**src/rtl/instr_mem_loader_pkg.sv**
```systemverilog
// Shared definitions for the instruction memory loader.
// Address width, length width and loader state encoding.
package instr_mem_loader_pkg;

  localparam int INSTR_MEM_ADDR_WIDTH = 4;
  localparam int LEN_WIDTH = INSTR_MEM_ADDR_WIDTH + 1;

  typedef enum logic [2:0] {
    S_HOLD    = 3'd0,
    S_LOAD_HI = 3'd1,
    S_LOAD_LO = 3'd2,
    S_FLUSH   = 3'd3,
    S_RUN     = 3'd4
  } state_t;

  // A requested length of zero means a full memory image.
  function automatic logic [LEN_WIDTH-1:0] norm_len(
    input logic [LEN_WIDTH-1:0] l
  );
    logic [LEN_WIDTH-1:0] full;
    full = '0;
    full[INSTR_MEM_ADDR_WIDTH] = 1'b1;
    return (l == '0) ? full : l;
  endfunction

endpackage

```
**src/rtl/instr_mem_loader_byte_pack16.sv**
```systemverilog
// High-byte holding register and big-endian word assembly.
// The word is formed from the held byte and the live low byte.
module instr_mem_loader_byte_pack16 (
  input  logic        clk,
  input  logic        rst,
  input  logic        capture,
  input  logic [7:0]  byte_data,
  output logic [15:0] word
);

  logic [7:0] hi;

  always_ff @(posedge clk or negedge rst) begin
    if (!rst) begin
      hi <= '0;
    end else if (capture) begin
      hi <= byte_data;
    end
  end

  assign word = {hi, byte_data};

endmodule

```
**src/rtl/instr_mem_loader.sv**
```systemverilog
// Byte-stream program loader for the mips_16 instruction memory.
// Packs host bytes into words, writes them and gates the core stall.
module instr_mem_loader
  import instr_mem_loader_pkg::*;
(
  input  logic                            clk,
  input  logic                            rst,
  input  logic                            load_start,
  input  logic [LEN_WIDTH-1:0]            load_len,
  input  logic                            byte_valid,
  input  logic [7:0]                      byte_data,
  output logic                            byte_ready,
  output logic                            mem_we,
  output logic [INSTR_MEM_ADDR_WIDTH-1:0] mem_waddr,
  output logic [15:0]                     mem_wdata,
  output logic                            core_stall,
  output logic                            load_done,
  output logic                            load_busy
);

  state_t state;
  state_t state_n;

  logic [LEN_WIDTH-1:0] len;
  logic [LEN_WIDTH-1:0] cnt;
  logic [LEN_WIDTH-1:0] cnt_inc;
  logic                 restart;
  logic                 hi_we;
  logic                 word_we;
  logic [15:0]          word;

  instr_mem_loader_byte_pack16 u_pack (
    .clk       (clk),
    .rst       (rst),
    .capture   (hi_we),
    .byte_data (byte_data),
    .word      (word)
  );

  assign cnt_inc = cnt + 1'b1;

  always_comb begin
    state_n = state;
    restart = 1'b0;
    hi_we   = 1'b0;
    word_we = 1'b0;
    unique case (state)
      S_HOLD, S_RUN: begin
        if (load_start) begin
          state_n = S_LOAD_HI;
          restart = 1'b1;
        end
      end
      S_LOAD_HI: begin
        if (load_start) begin
          state_n = S_LOAD_HI;
          restart = 1'b1;
        end else if (byte_valid) begin
          state_n = S_LOAD_LO;
          hi_we   = 1'b1;
        end
      end
      S_LOAD_LO: begin
        // An abort wins over a low byte arriving in the same cycle.
        if (load_start) begin
          state_n = S_LOAD_HI;
          restart = 1'b1;
        end else if (byte_valid) begin
          word_we = 1'b1;
          if (cnt_inc == len) begin
            state_n = S_FLUSH;
          end else begin
            state_n = S_LOAD_HI;
          end
        end
      end
      S_FLUSH: begin
        state_n = S_RUN;
      end
      default: begin
        state_n = S_HOLD;
      end
    endcase
  end

  assign byte_ready = (state == S_LOAD_HI) ||
                      (state == S_LOAD_LO);
  assign load_busy  = byte_ready || (state == S_FLUSH);

  always_ff @(posedge clk or negedge rst) begin
    if (!rst) begin
      state      <= S_HOLD;
      len        <= '0;
      cnt        <= '0;
      mem_we     <= 1'b0;
      mem_waddr  <= '0;
      mem_wdata  <= '0;
      load_done  <= 1'b0;
      core_stall <= 1'b1;
    end else begin
      state      <= state_n;
      mem_we     <= word_we;
      load_done  <= (state == S_FLUSH);
      core_stall <= (state_n != S_RUN);
      if (restart) begin
        len <= norm_len(load_len);
        cnt <= '0;
      end else if (word_we) begin
        cnt       <= cnt_inc;
        mem_waddr <= cnt[INSTR_MEM_ADDR_WIDTH-1:0];
        mem_wdata <= word;
      end
    end
  end

endmodule
```
**config.mk**
```make
export PLATFORM = sky130hd
export DESIGN_NAME = instr_mem_loader
export DESIGN_NICKNAME = d
export VERILOG_FILES = /design/src/rtl/instr_mem_loader_pkg.sv /design/src/rtl/instr_mem_loader_byte_pack16.sv /design/src/rtl/instr_mem_loader.sv
export SDC_FILE = /design/constraint.sdc
export NUM_CORES = 1
export LEC_CHECK = 0
export ABC_AREA = 1
export CAP_MARGIN = 20
export CORE_MARGIN = 4
export CORE_UTILIZATION = 54
export DETAILED_ROUTE_END_ITERATION = 7
export MAX_ROUTING_LAYER = met4
export PLACE_DENSITY = 0.84
export SYNTH_ARGS = -nofsm -noshare
export SYNTH_HDL_FRONTEND = slang
export SYNTH_SLANG_ARGS = --single-unit
```
**constraint.sdc**
```tcl
create_clock -name clk -period 3.65 [get_ports clk]
set_clock_uncertainty 0.1 [all_clocks]
set_input_delay 0.5475 -clock clk [delete_from_list [all_inputs] [get_ports clk]]
set_output_delay 0.5475 -clock clk [all_outputs]
set_load 0.02 [all_outputs]
```
==> flow_summary.ini <==
[run_status]
status = finished, final reports clean

[global_route]
grt_use_total = 0.191
grt_pass1_wl_um = 6330
grt_remaining_overflow = 0
antenna_found_initial = 0
grt_max_degree = 45
grt_pass1_vias = 1440

[yosys]
syn_area_per_cell_sq_um = 9.09
synth-compound-area-share = 0.130
synth_cell_types = 24
yosysTopAreaCellShare = 0.546
synth.area.mux_share = 0
yosys_warnings = 0
syn-cell-area_sq_mm = 0.00197
async_flop_share = 1.00
ys_seq_area_frac = 0.559
yosys.area_share.simple = 0.207
synth_common_cells = nand2_1 (69), dfrtp_1 (43), inv_1 (28)
synth_top_family_by_area = simple AND/OR/NAND/NOR gates
synth_flop_cell = dfrtp_1
post-synth-top-area-cell = dfrtp_1
synth_cells = 217
synthTopCellsByArea = dfrtp_1 (55%), nand2_1 (13%), inv_1 (5.3%)
synth_most_common_cell = nand2_1
synth_nets = 235
synth_edf_count = 0
ys_ff_latch = 44
synthXorXnorAreaFrac = 0
synth_adder_area_share = 0.00635

[critical_path]
worstPathArrival_ns = 2.45
critPathLaunchType = input port
crit_fanout = 21
cp_data_required_time_ns = 3.74
worstSetupPathType = in -> reg
endpoint_kind = flip-flop

[sta]
setup_ws_ns = 1.29
finalHoldViolations = 0
holdWs_ns = 0.277
relSlewSlack = 0.383
tightest_slew_ns = 0.926
period_needed_ns = 2.36
tns_ns = 0
fmax_ghz = 0.423
finalMaxSlewViolations = 0
finalCritPeriodShare = 0.647
finalSetupViolations = 0
rsz0062_at_grt = false

[placement]
dpl.cell_count = 298
hpwl_um = 2680
port_buffers = 41
placed_area_sq_mm = 0.00237
dp_slack_ns = 0.967
place.gp.congestion = 0.827

[cts]
root_buffer = clkbuf_8
cts_tree = yes
cts_hold_buf = 0
post-cts-setup-buffer-count = 0
cts.reportedPaths.clkPinSlew_ns = 0.08
cts_sinks = 44
cts-buffers-inserted = 5
htree_levels = 2
worst_skew_pair.late_latency_ns = 0.30
cts_resized = 0
cts_buffer_depth = 2

[pwr]
finalPower_mw = 1.75
peakVddDrop_mv = 0.461
power_density_mw_per_mm2 = 706
p_leak_nw = 1.23

[layout]
syn2layout_area_growth_pct = 25.9
nNetsFinal = 277
drive_gt1_frac = 0.115
fillers = 254
utilization = 0.721
diodes = 0
layout.cells.non_filler = 306
final_area_sq_mm = 0.00248

[detailed_routing]
drt_pre_antenna_iters = 4
vias = 1516
post_drt_wl_per_cell_um = 12.1
drt_iter0_drc = 116
route.detailed.drc = 0
postRouteAntennaNets = 0
viasPerCell = 4.95
wl_um = 3700

[floorplanning]
row_count = 21
dieArea_sq_mm = 0.00468
die_w_um = 68.4
start_util = 0.573
boundaryPins = 42
core_region_area_sq_mm = 0.00344
die_y_um = 68.4

[min_path]
hold_class = in -> async

[job]
maxCapViolations = 0
[final timing paths]
check / startpoint / endpoint / slack (ns) / cells after the start
min in group clk: u_pack.hi[4]$_DFFE_PN0P_ / mem_wdata[12]$_DFFE_PN0P_ / 0.38 / 2
min reg2reg: u_pack.hi[4]$_DFFE_PN0P_ / mem_wdata[12]$_DFFE_PN0P_ / 0.38 / 2
max reg2reg: state[2]$_DFF_PN0_ / cnt[3]$_DFFE_PN0P_ / 1.58 / 8
min: rst / len[0]$_DFFE_PN0P_ / 0.28 / 1
max: load_start / cnt[3]$_DFFE_PN0P_ / 1.29 / 7
max in group asynchronous: rst / len[4]$_DFFE_PN0P_ / 2.59 / 1
[cell usage in the layout, fill, tap and decap left out, types with 3 or more instances in the layout]
cell type,n
nand2_1,69
dfrtp_1,43
clkdlybuf4s50_1,40
inv_1,28
o21ai_2,10
nand3_1,9
nor2_1,8
o21ai_0,8
o21ai_1,8
a21oi_1,6
clkbuf_8,5
o211ai_1,4
inv_2,3
[sequential cells by signal (all words and copies together), names as in the netlist]
signal / flops
u_pack.hi: 8
len: 5
core_stall: 1
state: 3
load_done: 1
mem_waddr: 4
mem_we: 1
cnt: 5
mem_wdata: 16
[cell families after synthesis]
logic type,after synthesis
compound gates,39
fa+ha+maj,1
buf+inv,38
flops,44
simple gates,95
[layer usage]
layer / share of wire / global-route usage / up-vias / routed length [um]
met5: 0 / - / - / 0
met4: 0.017 / 0.0670 / 0 / 64
met3: 0.046 / 0.0493 / 6 / 171
met2: 0.47 / 0.287 / 33 / 1740
met1: 0.47 / 0.249 / 704 / 1720
li1: - / - / 773 / -
[worst max-delay path: stages]
cell and delay (ns):
clkdlybuf4s50_1 0.53, nor2_2 0.21, nand2_1 0.40, inv_1 0.46, nand3_1 0.13, o211ai_1 0.11
inv_1 0.05
[area by class of cell]
class	instances	area (sq um)	area share
inverters	31	116	0.0469
well taps	46	57.6	0.0232
clock inverters	3	46.3	0.0186
flip-flops and latches	44	1100	0.444
multi-input cells	135	678	0.273
clock buffers	5	68.8	0.0277
repair buffers	42	413	0.166
[report_power, final]
group	internal (mW)	switching (mW)	total [mW]
sequential	0.643	0.102	0.745
clock	0.206	0.166	0.371
combinational	0.283	0.353	0.636
No activity file was read; power rests on OpenSTA's default activity.
